`src/rtl/crc_frame_serializer.sv`:
```
// Feeds a frame bit-serially to the CRC-8 generator and collects its serial CRC into a byte.
// Optional SER_MSB_FIRST_EN: serialize each byte MSB first (capture order is unchanged).
//
// state    | meaning
// ---------+---------------------------------------------------------------
// IDLE     | waiting for the first byte of a frame, in_ready high
// SHIFT    | driving frame bits on data_out with active_out high
// WAIT_CRC | frame sent, waiting (bounded) for the generator's valid strobe
// CAPTURE  | shifting the serial CRC bits into crc_out
module crc_frame_serializer #(
    parameter int FRAME_BYTES = 4,
    parameter int CRC_WIDTH   = 8,
    parameter int TIMEOUT     = 15
) (
    input  logic                 CLK,
    input  logic                 RST,
    input  logic [7:0]           in_data,
    input  logic                 in_valid,
    output logic                 in_ready,
    output logic                 data_out,
    output logic                 active_out,
    input  logic                 crc_in,
    input  logic                 crc_valid_in,
    output logic [CRC_WIDTH-1:0] crc_out,
    output logic                 crc_done,
    output logic                 err,
    output logic                 busy
);
    localparam int CAP_W  = $clog2(CRC_WIDTH + 1);
    localparam int WAIT_W = $clog2(TIMEOUT + 1);
    localparam logic [7:0]        LAST_BYTE = 8'(FRAME_BYTES - 1);
    localparam logic [CAP_W-1:0]  LAST_CAP  = CAP_W'(CRC_WIDTH - 1);
    localparam logic [WAIT_W-1:0] LAST_WAIT = WAIT_W'(TIMEOUT - 1);

    typedef enum logic [1:0] {
        IDLE,
        SHIFT,
        WAIT_CRC,
        CAPTURE
    } state_t;

    state_t                state, state_nxt;
    logic [7:0]            shreg, shreg_nxt;
    logic [7:0]            byte_cnt, byte_nxt;
    logic [2:0]            bit_cnt, bit_nxt;
    logic [CAP_W-1:0]      cap_cnt, cap_nxt;
    logic [WAIT_W-1:0]     wait_cnt, wait_nxt;
    logic                  data_nxt;
    logic                  active_nxt;
    logic [CRC_WIDTH-1:0]  crc_nxt;
    logic                  done_nxt;
    logic                  err_nxt;

    logic [2:0] bit_idx;
    logic [2:0] sel_idx;
    logic       load_bit;

    // The byte is held intact; the bit to emit is selected by bit position.
    assign bit_idx = bit_cnt + 3'd1;
`ifdef SER_MSB_FIRST_EN
    assign sel_idx  = 3'd7 - bit_idx;
    assign load_bit = in_data[7];
`else
    assign sel_idx  = bit_idx;
    assign load_bit = in_data[0];
`endif

    assign busy = (state != IDLE);

    always_ff @(posedge CLK or negedge RST) begin
        if (!RST) begin
            state      <= IDLE;
            shreg      <= '0;
            byte_cnt   <= '0;
            bit_cnt    <= '0;
            cap_cnt    <= '0;
            wait_cnt   <= '0;
            data_out   <= 1'b0;
            active_out <= 1'b0;
            crc_out    <= '0;
            crc_done   <= 1'b0;
            err        <= 1'b0;
        end else begin
            state      <= state_nxt;
            shreg      <= shreg_nxt;
            byte_cnt   <= byte_nxt;
            bit_cnt    <= bit_nxt;
            cap_cnt    <= cap_nxt;
            wait_cnt   <= wait_nxt;
            data_out   <= data_nxt;
            active_out <= active_nxt;
            crc_out    <= crc_nxt;
            crc_done   <= done_nxt;
            err        <= err_nxt;
        end
    end

    always_comb begin
        state_nxt  = state;
        shreg_nxt  = shreg;
        byte_nxt   = byte_cnt;
        bit_nxt    = bit_cnt;
        cap_nxt    = cap_cnt;
        wait_nxt   = wait_cnt;
        data_nxt   = data_out;
        active_nxt = active_out;
        crc_nxt    = crc_out;
        done_nxt   = 1'b0;
        err_nxt    = 1'b0;
        in_ready   = 1'b0;

        case (state)
            IDLE: begin
                in_ready   = 1'b1;
                data_nxt   = 1'b0;
                active_nxt = 1'b0;
                if (in_valid) begin
                    shreg_nxt  = in_data;
                    byte_nxt   = 8'd0;
                    bit_nxt    = 3'd0;
                    data_nxt   = load_bit;
                    active_nxt = 1'b1;
                    state_nxt  = SHIFT;
                end
            end

            SHIFT: begin
                active_nxt = 1'b1;
                if (bit_cnt != 3'd7) begin
                    bit_nxt  = bit_idx;
                    data_nxt = shreg[sel_idx];
                end else if (byte_cnt < LAST_BYTE) begin
                    in_ready = 1'b1;
                    if (in_valid) begin
                        // Next byte follows with no gap in the serial stream.
                        shreg_nxt = in_data;
                        byte_nxt  = byte_cnt + 8'd1;
                        bit_nxt   = 3'd0;
                        data_nxt  = load_bit;
                    end else begin
                        active_nxt = 1'b0;
                        data_nxt   = 1'b0;
                        err_nxt    = 1'b1;
                        state_nxt  = IDLE;
                    end
                end else begin
                    active_nxt = 1'b0;
                    data_nxt   = 1'b0;
                    wait_nxt   = '0;
                    state_nxt  = WAIT_CRC;
                end
            end

            WAIT_CRC: begin
                active_nxt = 1'b0;
                data_nxt   = 1'b0;
                if (crc_valid_in) begin
                    crc_nxt[0] = crc_in;
                    cap_nxt    = CAP_W'(1);
                    if (CRC_WIDTH == 1) begin
                        done_nxt  = 1'b1;
                        state_nxt = IDLE;
                    end else begin
                        state_nxt = CAPTURE;
                    end
                end else if (wait_cnt == LAST_WAIT) begin
                    err_nxt   = 1'b1;
                    state_nxt = IDLE;
                end else begin
                    wait_nxt = wait_cnt + 1'b1;
                end
            end

            CAPTURE: begin
                if (crc_valid_in) begin
                    for (int i = 0; i < CRC_WIDTH; i++) begin
                        if (cap_cnt == CAP_W'(i)) crc_nxt[i] = crc_in;
                    end
                    cap_nxt = cap_cnt + 1'b1;
                    if (cap_cnt == LAST_CAP) begin
                        done_nxt  = 1'b1;
                        state_nxt = IDLE;
                    end
                end else begin
                    // Strobe dropped early: keep the partial CRC, flag it.
                    err_nxt   = 1'b1;
                    state_nxt = IDLE;
                end
            end

            default: state_nxt = IDLE;
        endcase
    end

endmodule
```
`config.mk`:
```
export PLATFORM = sky130hd
export DESIGN_NAME = crc_frame_serializer
export DESIGN_NICKNAME = d
export VERILOG_FILES = /design/src/rtl/crc_frame_serializer.sv
export SDC_FILE = /design/constraint.sdc
export NUM_CORES = 1
export LEC_CHECK = 0
export ABC_AREA = 1
export BUFFER_PORTS_ARGS = -buffer_cell sky130_fd_sc_hd__buf_2
export CAP_MARGIN = 20
export CORE_MARGIN = 5
export CORE_UTILIZATION = 50
export DETAILED_ROUTE_END_ITERATION = 10
export GPL_TIMING_DRIVEN = 0
export PLACE_DENSITY_LB_ADDON = 0.25
export SKIP_LAST_GASP = 1
export SYNTH_ARGS = -nofsm -noshare
export SYNTH_HDL_FRONTEND = slang
export SYNTH_SLANG_ARGS = --single-unit
```
`constraint.sdc`:
```
create_clock -name CLK -period 1.8 [get_ports CLK]
set_input_delay 0.09 -clock CLK [delete_from_list [all_inputs] [get_ports CLK]]
set_output_delay 0.09 -clock CLK [all_outputs]
set_load 0.01 [all_outputs]
```
# After elaboration in Yosys (flattened, before gate mapping)
# Cells that the tools add are included.
[word_totals] reg_bits=41 input_bits=13 out_inout_bits=14 wordCells=128
[op_classes] add_sub_neg=4 magnitude_cmp=2 n_eq_ne=26 mux=57 reduce_logical=21
[op_table] op="$mux 8" count=7
[op_table] op="$pmux 8 s2" count=2
[op_table] op="$reduce_and 3->1" count=9
[op_table] op="$mux 4" count=6
[op_table] op="$mux 1" count=21
[op_table] op="$ne 2x2->1 const B" count=10
[op_table] op="$eq 4x3->1 const B" count=4
[op_table] op="$mux 2" count=8
[op_table] op="$pmux 4 s2" count=2
[op_table] op="$ne 3x3->1 const B" count=5
[op_table] op="$reduce_and 5->1" count=3
[op_table] op="$mux 3" count=3
[op_table] op="$pmux 1 s3" count=3
[op_table] op="$add 4x1->4 const B" count=2
[op_table] op="$add 8x1->8 const B" count=1
[op_table] op="$eq 4x2->1 const B" count=2
[op_table] op="$lt 8x2->1 const B" count=1
[op_table] op="$pmux 2 s4" count=1
[op_table] op="$reduce_bool 2->1" count=4
[op_table] op="$pmux 3 s2" count=1
[op_table] op="$eq 2x2->1 const B" count=2
[op_table] op="$eq 4x1->1 const B" count=1
[op_table] op="$eq 4x4->1 const B" count=1
[op_table] op="$logic_not 4->1" count=1
[op_table] op="other kinds (9)" count=10

# Logic depth before layout (Yosys ltp)
[depth] ltp_word=5 depth_mapped=9 depth_no_buf=9

# Worst setup path before layout
# OpenSTA, ideal clock, no wires.
[synth_path] path_kind="reg-to-reg" start="register bit_cnt[0]" end="register wait_cnt[0]" setup_time_ns=0.123 arrival_ns=1.439 t_required_ns=1.677 slack_ns=0.239 path_stages_with_launch=10 n_path_buf=0 path_cell_list="dfrtp_1 > ha_1 > ha_1 > inv_1 > nand2_4 > o21ai_1 > nor3_2 > nand2_2 > nor2_1 > a21oi_1"
[synth_via] elab_chain_len=3
[synth_rtl] item="from (decl)" line_no="45" source="logic [2:0] bit_cnt, bit_nxt;"
[synth_rtl] item="from (signal assigned)" line_no="87" source="bit_cnt <= bit_nxt;"
[synth_rtl] item="$ne 3x3->1" line_no="129" source="if (bit_cnt != 3'd7) begin"
[synth_rtl] item="$ne 2x2->1 (no source line)"
[synth_rtl] item="$reduce_and 5->1 (no source line)"
[synth_rtl] item="to (signal assigned)" line_no="89" source="wait_cnt <= wait_nxt;"
[synth_rtl] item="to (decl)" line_no="47" source="logic [WAIT_W-1:0] wait_cnt, wait_nxt;"
# No other way between the ends.
# A chain may end at the register's enable or synchronous reset.

# Worst setup path after layout
[layout_path] start="register byte_cnt[0]" end="output port in_ready"
[layout_via] elab_chain_len=4
[layout_rtl] item="from (decl)" line_no="44" source="logic [7:0] byte_cnt, byte_nxt;"
[layout_rtl] item="from (signal assigned)" line_no="86" source="byte_cnt <= byte_nxt;"
[layout_rtl] item="$lt 8x2->1" line_no="132" source="end else if (byte_cnt < LAST_BYTE) begin"
[layout_rtl] item="$mux 1" line_no="132"
[layout_rtl] item="$mux 1" line_no="129"
[layout_rtl] item="$pmux 1 s2" line_no="112" source="case (state)"
[layout_rtl] item="to (decl)" line_no="19" source="output logic in_ready,"
# No other way between the ends.

==> results.json <==
{
  "cts_root_buffer": "clkbuf_8",
  "grt_pass1_vias": 1645,
  "drive_above_1_share": 0.1797,
  "insertion_delay_ps": 290,
  "cts.sink_count": 41,
  "power_frac_seq": 0.398,
  "grt_max_degree": 42,
  "synth_compound_area_frac": 0.09167,
  "p_leak_uw": 0.001356,
  "die_w_um": 74.63,
  "slowest_delay_ps": 400,
  "swShare": 0.3659,
  "synthTopCellsByArea": "dfrtp_1, nand2_1, ha_1",
  "fin_crit_sh": 0.9706,
  "final_antenna_net_count": 0,
  "intPower_uw": 2068,
  "vias_per_cell": 4.884,
  "wl_per_cell_um": 12.01,
  "status": "completed",
  "gr-total-overflow": 0,
  "relSlewSlack": 0.3985,
  "cts_made_buffers": 5,
  "fin_tns_setup_ps": 0,
  "cts_tree": "yes",
  "vias": 1685,
  "path_clk_slew_ps": 80,
  "synth_fa_ha_area_frac": 0.08388,
  "crit_chain": "ha_1 > nand3b_1 > nor2_2 > nand2_2 > o21ai_2 > buf_2",
  "diodes": 0,
  "drc": 0,
  "clk_path_buf_depth": 2,
  "syn2layout_area_growth_pct": 20.31,
  "pwr-share-clk": 0.234,
  "synth_largest_area_cell": "dfrtp_1",
  "worstSetupEndpointType": "output pin",
  "fin_hold_ws_ps": 26.84,
  "ios": 27,
  "yosys_warnings": 0,
  "yosys.area_share.simple": 0.2552,
  "min_path_type": "in -> reg",
  "p_sw_uw": 1193,
  "htree_num_levels": 2,
  "io_buffers": 26,
  "dp_hpwl_mm": 2.946,
  "slew_viol_final": 0,
  "avgSynthCellArea_um2": 8.353,
  "irDropWorstVdd_v": 0.0008939,
  "combinationalPowerShare": 0.368,
  "dieArea_um2": 5569,
  "finalClockSkew_ps": 6.423,
  "grt_first_pass_wirelength_mm": 7.113,
  "dr.pass1.iters": 4,
  "num_rows": 23,
  "required_ps": 1710,
  "synth-main-ff-cell": "dfrtp_1",
  "synth_top_area_frac": 0.4913,
  "core_um2": 4029,
  "gp_congestion": 0.8372,
  "grt_usage": 0.1637,
  "setup_slack_ps": 52.98,
  "yosys-top-cells-count": "nand2_1, dfrtp_1, inv_1",
  "cp_slowest_cell": "dfrtp_1",
  "antenna_found_initial": 0,
  "critical_path_class": "reg -> out",
  "syn_inst": 250,
  "ys_seq_area_frac": 0.4913,
  "start_util": 0.5183,
  "synthXorXnorAreaFrac": 0.01258,
  "muxShareOfSynthArea": 0,
  "tightest_slew_ps": 902.2,
  "crit_arrival_ps": 1660,
  "nNetsFinal": 321,
  "synth_top_family_by_area": "simple AND/OR/NAND/NOR gates",
  "drt-initial-drc-count": 74,
  "die-height_um": 74.63,
  "period_needed_ps": 1747,
  "finalHoldViolCount": 0,
  "synth_edf_count": 0,
  "clock.fmax_mhz": 572.4,
  "synthArstFlopShare": 1.000,
  "pre_cts_slack_ps": 29.28,
  "rsz0062_at_grt": "true",
  "cap_viol_max_count": 0,
  "drt_wl_total_mm": 4.142,
  "startpoint_type": "register",
  "synth_cell_types": 24,
  "power.density_nw_per_um2": 1298,
  "syn_area_um2": 2088,
  "synth_fp_nets": 277,
  "setup_viol": 0,
  "synth_most_common_cell": "nand2_1",
  "yosys_register_bits": 41,
  "worstPathMaxFanout": 3
}
[sequential cells by signal (all words and copies together) (netlist names)]
name,cells
shreg,8
cap_cnt,4
wait_cnt,4
data_out,1
byte_cnt,8
bit_cnt,3
active_out,1
crc_done,1
state,2
crc_out,8
err,1
[worst max-delay path, delay by kind of cell (launching register included)]
family / cells / cell delay (ps)
simple gates: 3 / 500
flops: 1 / 400
fa+ha+maj: 1 / 210
buf+inv: 1 / 140
compound gates: 1 / 120
[logic make-up after synthesis]
group | count (synthesis)
buffers and inverters | 32
and+or+nand+nor | 124
AOI/OAI and AO/OA | 36
DFF | 41
adders and majority gates | 14
xor gates and xnor gates | 3
[final cells by class]
type / instances / area [um2]
Fill cell: 366 / 1516
Sequential cell: 41 / 1027
Multi-Input combinational cell: 177 / 937.1
Timing Repair Buffer: 37 / 232.7
Inverter: 30 / 113.9
Clock buffer: 7 / 86.33
Tap cell: 50 / 62.56
Clock inverter: 1 / 30.03
Buffer: 2 / 22.52
[path summary, 6_finish.rpt]
check	from	end	slack [ps]	cells past startpoint
max in group asynchronous	RST	bit_cnt[0]	710	2
worst max register to register	state[1]	byte_cnt[0]	120	9
min in group asynchronous	RST	shreg[6]	480	2
worst min-delay path	in_data[0]	shreg[0]	30	3
worst max-delay path	byte_cnt[0]	in_ready	50	6
worst min register to register	byte_cnt[3]	byte_cnt[3]	470	2
[through the flow]
step	total power [uW]	instance area, um2	util	instances
final	3261	2512	0.6236	345
after global routing	3522	2512	0.6236	345
after CTS	3226	2480	0.6155	342
after detailed placement	2434	2281	0.5661	326
after global placement	2390	2281	0.5661	326
after floorplan	2121	2088	-	250
[routing by layer]
metal  routed length [um]  track usage
met1                 2055       0.2181
met5                    0            0
met4                   50      0.04743
met2                 1890       0.2663
met3                  145      0.04005
[power groups by stage]
stage / Clock, uW / Sequential (uW) / Combinational [uW]
floorplan: 0 / 1290 / 827
global placement: 0 / 1320 / 1070
detailed placement: 0 / 1320 / 1110
CTS: 789 / 1310 / 1130
global route: 815 / 1330 / 1380
finish: 763 / 1300 / 1200
[cell usage in the layout (no fill, tap or decap)]
master	n
nand2_1	70
dfrtp_1	40
inv_1	27
buf_2	26
nor2_1	22
nand3_1	21
o21ai_0	14
ha_1	14
a21oi_1	11
dlygate4sd3_1	8
clkbuf_8	6
o21ai_1	5
nand2_2	3
xor2_1	3
buf_4	3
inv_2	2
buf_6	2
o21ai_2	2
nand4_1	2
a31oi_1	2
nand3b_1	1
nor2_2	1
nand2_4	1
a21oi_2	1
nand3_4	1
clkinv_2	1
o22ai_1	1
or2_2	1
nor3_2	1
dfrtp_2	1
bufinv_16	1
clkbuf_1	1
[repair_timing]
action,4_1_cts,5_1_grt
pin swaps,0,2
resized for setup,2,5
setup buffers,0,3
hold endpoints to repair,48,0
endpoints found under the setup margin,1,16
hold buffers,8,0
Note: power is estimated with default switching activity, not from simulation.
